<file path="config.mk">
export PLATFORM = sky130hd
export DESIGN_NAME = sensor_alarm_ctrl_flat
export DESIGN_NICKNAME = d
export VERILOG_FILES = /design/src/rtl/sensor_alarm_pkg.sv /design/src/rtl/sensor_alarm_ctrl_if.sv /design/src/rtl/sensor_alarm_ctrl_sw_debounce.sv /design/src/rtl/sensor_alarm_ctrl.sv /design/src/flat_wrapper.sv
export SDC_FILE = /design/constraint.sdc
export NUM_CORES = 1
export LEC_CHECK = 0
export ABC_AREA = 1
export BUFFER_PORTS_ARGS = -buffer_cell sky130_fd_sc_hd__clkbuf_2
export CAP_MARGIN = 20
export CORE_ASPECT_RATIO = 1.1
export CORE_UTILIZATION = 55
export DETAILED_ROUTE_END_ITERATION = 10
export GPL_ROUTABILITY_DRIVEN = 0
export PLACE_DENSITY = 0.78
export SYNTH_ARGS = -nofsm -noshare
export SYNTH_HDL_FRONTEND = slang
export SYNTH_SLANG_ARGS = --single-unit
</file>
<file path="constraint.sdc">
create_clock -name clk -period 1.65 [get_ports clk]
set_clock_uncertainty 0.1 [all_clocks]
set_input_delay 0.165 -clock clk [delete_from_list [all_inputs] [get_ports clk]]
set_output_delay 0.165 -clock clk [all_outputs]
set_load 0.02 [all_outputs]
</file>
<file path="src/rtl/sensor_alarm_pkg.sv">
// rtl/sensor_alarm_pkg.sv - shared types and constants for the sensor alarm controller
package sensor_alarm_pkg;

  typedef enum logic [1:0] {
    IDLE   = 2'd0,
    NORMAL = 2'd1,
    ALARM  = 2'd2
  } state_t;

  // Bit positions of each sensor inside the switch vector
  localparam int CT = 0;
  localparam int CL = 1;
  localparam int OT = 2;
  localparam int OL = 3;

  // Exact switch codes that mean "normal operation"
  localparam logic [3:0] BLUE_CODE0 = 4'b0010;
  localparam logic [3:0] BLUE_CODE1 = 4'b1000;
  localparam logic [3:0] BLUE_CODE2 = 4'b0100;
  localparam logic [3:0] BLUE_CODE3 = 4'b1001;

  function automatic logic is_blue(input logic [3:0] v);
    return (v == BLUE_CODE0) || (v == BLUE_CODE1) ||
           (v == BLUE_CODE2) || (v == BLUE_CODE3);
  endfunction

  function automatic logic is_red(input logic [3:0] v);
    return (v[CT] & v[CL]) | (v[OT] & v[OL]) | (v[CT] & v[OT]);
  endfunction

endpackage

</file>
<file path="src/rtl/sensor_alarm_ctrl_if.sv">
// rtl/sensor_alarm_ctrl_if.sv - switch/ack inputs and indicator outputs of the alarm controller
interface sensor_alarm_ctrl_if;
  logic [3:0] sw;
  logic       ack;
  logic [1:0] led;
  logic       alarm_active;
  logic [7:0] alarm_cnt;

  modport master (
    output sw,
    output ack,
    input  led,
    input  alarm_active,
    input  alarm_cnt
  );

  modport slave (
    input  sw,
    input  ack,
    output led,
    output alarm_active,
    output alarm_cnt
  );
endinterface

</file>
<file path="src/rtl/sensor_alarm_ctrl_sw_debounce.sv">
// rtl/sensor_alarm_ctrl_sw_debounce.sv - two-flop synchronizer plus stability debounce for the switches
module sw_debounce #(
  parameter int DEBOUNCE_CYCLES = 16,
  parameter int WIDTH           = 4
) (
  input  logic             clk,
  input  logic             rst_n,
  input  logic [WIDTH-1:0] din,
  output logic [WIDTH-1:0] db
);

  // The counter parks one below DEBOUNCE_CYCLES; load happens on the cycle it would reach it
  localparam logic [15:0] CNT_LAST = 16'(DEBOUNCE_CYCLES - 1);

  logic [WIDTH-1:0] sync1;
  logic [WIDTH-1:0] sync2;
  logic [WIDTH-1:0] prev;
  logic [15:0]      cnt;

  // Bring the raw switches into the clk domain and keep last cycle's value for change detection
  always_ff @(posedge clk or negedge rst_n) begin
    if (!rst_n) begin
      sync1 <= '0;
      sync2 <= '0;
      prev  <= '0;
    end else begin
      sync1 <= din;
      sync2 <= sync1;
      prev  <= sync2;
    end
  end

  // Count stable cycles; any change restarts the count, a full count commits the vector
  always_ff @(posedge clk or negedge rst_n) begin
    if (!rst_n) begin
      cnt <= '0;
      db  <= '0;
    end else begin
      if (sync2 != prev) begin
        cnt <= '0;
      end else if (cnt != CNT_LAST) begin
        cnt <= cnt + 16'd1;
      end
      if ((sync2 == prev) && (cnt == CNT_LAST)) begin
        db <= sync2;
      end
    end
  end

endmodule

</file>
<file path="src/rtl/sensor_alarm_ctrl.sv">
// rtl/sensor_alarm_ctrl.sv - debounced sensor decode, alarm FSM, red blink and alarm entry counter
module sensor_alarm_ctrl
  import sensor_alarm_pkg::*;
#(
  parameter int DEBOUNCE_CYCLES = 16,
  parameter int BLINK_HALF      = 8
) (
  input  logic                 clk,
  input  logic                 rst_n,
  sensor_alarm_ctrl_if.slave   bus
);

  localparam logic [15:0] BLINK_LAST = 16'(BLINK_HALF - 1);

  logic [3:0]  db;
  logic        blue_c;
  logic        red_c;
  state_t      state;
  logic [15:0] blink_cnt;
  logic [1:0]  led_q;
  logic        active_q;
  logic [7:0]  cnt_q;

  sw_debounce #(
    .DEBOUNCE_CYCLES (DEBOUNCE_CYCLES),
    .WIDTH           (4)
  ) u_debounce (
    .clk   (clk),
    .rst_n (rst_n),
    .din   (bus.sw),
    .db    (db)
  );

  assign blue_c = is_blue(db);
  assign red_c  = is_red(db);

  assign bus.led          = led_q;
  assign bus.alarm_active = active_q;
  assign bus.alarm_cnt    = cnt_q;

  // State machine with outputs registered alongside the state; red always wins over blue
  always_ff @(posedge clk or negedge rst_n) begin
    if (!rst_n) begin
      state     <= IDLE;
      led_q     <= 2'b00;
      active_q  <= 1'b0;
      blink_cnt <= '0;
      cnt_q     <= '0;
    end else begin
      case (state)
        IDLE, NORMAL: begin
          if (red_c) begin
            state     <= ALARM;
            led_q     <= 2'b10;
            active_q  <= 1'b1;
            blink_cnt <= '0;
            if (cnt_q != 8'hFF) cnt_q <= cnt_q + 8'd1;
          end else if (blue_c) begin
            state <= NORMAL;
            led_q <= 2'b01;
          end else begin
            state <= IDLE;
            led_q <= 2'b00;
          end
        end
        ALARM: begin
          // Alarm is latched: only an acknowledge with the red condition gone releases it
          if (bus.ack && !red_c) begin
            state    <= IDLE;
            led_q    <= 2'b00;
            active_q <= 1'b0;
          end else if (blink_cnt == BLINK_LAST) begin
            blink_cnt <= '0;
            led_q[1]  <= ~led_q[1];
          end else begin
            blink_cnt <= blink_cnt + 16'd1;
          end
        end
        default: begin
          state    <= IDLE;
          led_q    <= 2'b00;
          active_q <= 1'b0;
        end
      endcase
    end
  end

endmodule

</file>
<file path="src/flat_wrapper.sv">
// flat-port wrapper written by rule: the top's interface ports become plain ports
module sensor_alarm_ctrl_flat import sensor_alarm_pkg::*;
#(
  parameter int DEBOUNCE_CYCLES = 16,
  parameter int BLINK_HALF      = 8
)
  (clk, rst_n, bus_sw, bus_ack, bus_led, bus_alarm_active, bus_alarm_cnt);
  sensor_alarm_ctrl_if bus_i ();
  input  logic clk;
  input  logic rst_n;
  input wire logic [$bits(bus_i.sw)-1:0] bus_sw;
  input wire logic [$bits(bus_i.ack)-1:0] bus_ack;
  output wire logic [$bits(bus_i.led)-1:0] bus_led;
  output wire logic [$bits(bus_i.alarm_active)-1:0] bus_alarm_active;
  output wire logic [$bits(bus_i.alarm_cnt)-1:0] bus_alarm_cnt;
  assign bus_i.sw = bus_sw;
  assign bus_i.ack = bus_ack;
  assign bus_led = bus_i.led;
  assign bus_alarm_active = bus_i.alarm_active;
  assign bus_alarm_cnt = bus_i.alarm_cnt;
  sensor_alarm_ctrl #(.DEBOUNCE_CYCLES(DEBOUNCE_CYCLES), .BLINK_HALF(BLINK_HALF)) u_core (.clk(clk), .rst_n(rst_n), .bus(bus_i));
endmodule
</file>
==> summary.md <==
| Metric | Value |
|---|---|
| Status | `finished, final reports clean` |
| Sw Share | `0.253` |
| Largest net degree at the start of global routing | `61` |
| Die height | `between 80 and 90 um` |
| Maximum VDD drop | `between 1 and 1.5 mV` |
| Unrepaired setup endpoints after global routing | `true` |
| Root Driver | `clkbuf_8` |
| #FFs+latches synth | `60` |
| Share of power burned in registers | `0.511` |
| Int Power | `2.29 mW` |
| Critical Path Fanout Max | `6` |
| Netlist cell types | `31` |
| Antenna violations before repair | `0` |
| Syn Std Cell Area | `~3200 um2` |
| Vias per cell | `5.30` |
| Number of CTS-inserted buffers | `9` |
| Row count | `28` |
| Setup ws final | `0.0454 ns` |
| Die Area | `6130 um2` |
| Initial core utilization | `0.582` |
| Initial DRC count | `approximately 230` |
| H-tree Lvls | `3` |
| Min cycle time layout | `roughly 1.6 ns` |
| Clock latency on the worst-skew pair | `about 0.34 ns` |
| DRC | `0` |
| Critical path endpoint category | `flip-flop` |
| CTS Buffer Depth | `2` |
| Nets | `about 460` |
| Most frequent cells in the layout | `122 x nand2_1, 60 x dfrtp_1, 45 x inv_1` |
| Post-Route WL | `about 6.6 mm` |
| WP data arrival | `roughly 1.7 ns` |
| Mapped Nets | `roughly 430` |
| Antenna Nets Post-Route | `0` |
| CTS tree | `done` |
| Tcrit/Tclk final | `0.972` |
| Lkg Pwr | `about 1.8 nW` |
| Power consumption | `between 3 and 4 mW` |
| Share of cells above drive strength 1 | `0.157` |
| HP Class | `input pin to flip-flop` |
| Port buffer count | `17` |
| Via Count | `between 2,000 and 3,000` |
| Initial DRT Pass Iterations | `5` |
| Yosys warning count | `0` |
| Most common cell after layout, fill and taps aside | `nand2_1` |
| Final setup viols | `0` |
| Placed cell area | `about 3400 um2` |
| Dpl ws | `approximately 0.056 ns` |
| Startpoint types | `flip-flop` |
| DPL Wire Length | `4.66 mm` |
| Design area | `about 3700 um2` |
| Inst Count DP | `approximately 500` |
| Least-Margin Pin Slew | `~0.36 ns` |
| Switching pwr | `~0.8 mW` |
| Sequential area share after synthesis | `0.469` |
| First-pass GRT wire length | `11.5 mm` |
| Clock-pin slew of the registers on the worst-case setup and hold paths | `approximately 0.07 ns` |
| Cell Count, Final, Fillers Out | `between 500 and 600` |
| Clock Power Share | `0.425` |
| Drt wl/cell | `roughly 12 um` |
| WS Path Type | `flip-flop to flip-flop` |
| Logic pwr share | `0.064` |
| Max_slew headroom | `0.760` |
| I/O pin cnt | `18` |
| Power Density | `between 800 and 900 nW/um2` |
| DIE WIDTH | `74.7 um` |
| Worst Path Required | `between 1.5 and 2 ns` |
| Clock net sink count | `60` |
| Max frequency | `approximately 620 MHz` |
| Area grow syn2layout | `15.8%` |
| Max-Cap Viols | `0` |
| Synth Area per Inst | `~7.7 um2` |
| Grt total ovfl | `0` |
| Final hold violation count | `0` |
| Synth Instances | `416` |
| Core Footprint | `approximately 5500 um2` |
| All-Layer GR Usage | `0.252` |
| Slew Viols, Final | `0` |
| Via count of the first global-routing pass | `around 2,600` |
| Ant. Diodes | `0` |
## final cells by class
class / count / area, um2
inverters: 49 / 186
clock buffers: 10 / 128
repair buffers: 32 / 223
well taps: 75 / 93.8
fillers: 443 / 1800
clock inverters: 6 / 65.1
flip-flops and latches: 60 / 1500
multi-input cells: 301 / 1510
## power by group through the flow
stage                     sequential (mW)  combinational, mW  clock, mW
after detailed placement             1.60              0.184          0
after CTS                            1.57              0.194       1.33
final                                1.57              0.198       1.30
after global placement               1.59              0.180          0
after global routing                 1.57              0.229       1.39
after floorplan                      1.59              0.108          0
## path summary, 6_finish.rpt
check	depth (start not counted)	endpoint	slack [ns]	startpoint
worst max-delay path	5	u_core.u_debounce.cnt[6]	0.05	u_core.u_debounce.sync2[0]
worst min-delay path	4	u_core.state[1]	0.11	bus_ack
worst max register to register	5	u_core.u_debounce.cnt[6]	0.05	u_core.u_debounce.sync2[0]
worst min register to register	0	u_core.u_debounce.sync2[3]	0.26	u_core.u_debounce.sync1[3]
max in group asynchronous	3	u_core.bus.led[1]	0.92	rst_n
min in group asynchronous	3	u_core.u_debounce.cnt[4]	0.27	rst_n
## kinds of logic after synthesis
group | synth area share
AOI/OAI and AO/OA | 0.0575
DFF | 0.469
xor gates and xnor gates | 0.0411
and+or+nand+nor | 0.346
adders and majority gates | 0.0117
buffers and inverters | 0.0739
## metrics by stage
| step | hold WS [ns] | utilization | setup TNS, ns |
|---|---|---|---|
| after floorplan | -0.231 | - | 0 |
| after global placement | 0.0989 | 0.617 | 0 |
| after detailed placement | 0.0992 | 0.617 | 0 |
| after CTS | 0.101 | 0.661 | 0 |
| after global routing | 0.135 | 0.673 | -0.0781 |
| final | 0.110 | 0.673 | 0 |
## registers in the layout (all words and copies together) (netlist names)
name and cells:
u_core.blink_cnt 16, u_core.u_debounce.cnt 16, u_core.bus.alarm_cnt 8, u_core.u_debounce.db 4, u_core.u_debounce.prev 4, u_core.u_debounce.sync1 4
u_core.u_debounce.sync2 4, u_core.bus.led 2, u_core.bus.alarm_active 1, u_core.state 1
## routing by layer
metal  vias up  GRT usage  share of wire
met5         -          0              0
li1       1408          -              -
met4         0     0.0774          0.014
met2        85      0.416           0.49
met3         9     0.0687          0.054
met1      1324      0.320           0.44
## cell usage after synthesis
cell	instances	area share
nor3_2	2	0.0063
inv_2	3	0.0035
nor2_2	2	0.0039
or2_2	2	0.0039
a21oi_1	7	0.011
dfrtp_1	60	0.47
nor3_1	9	0.014
o21ai_2	6	0.016
nand4_1	14	0.027
clkbuf_4	1	0.0023
nand2_1	123	0.14
nand2_2	3	0.0059
o211a_1	1	0.0031
nand2_4	1	0.0035
nand3b_1	2	0.0047
o21ai_0	10	0.016
nand2b_1	1	0.0020
or2_1	1	0.0020
buf_4	2	0.0047
inv_4	1	0.0020
buf_6	2	0.0070
xnor2_1	5	0.014
a31oi_1	1	0.0020
buf_2	1	0.0016
ha_1	3	0.012
nor2_1	49	0.057
inv_1	45	0.053
o21ai_1	6	0.0094
nand3_1	41	0.064
xor2_1	10	0.027
nor2_4	2	0.0070
## timing repair
action | CTS | global route
hold buffers | 5 | 0
endpoints found under the setup margin | 0 | 15
setup buffers | 0 | 3
resized for setup | 0 | 12
endpoints found under the hold margin | 64 | 0
## critical path, stage by stage, from the launching register on
cell and delay (ns):
dfrtp_1 0.41, or2_1 0.23, a21oi_1 0.21, nand2_2 0.16
buf_4 0.20, nor3_1 0.20
Note: power is estimated with default switching activity, not from simulation.
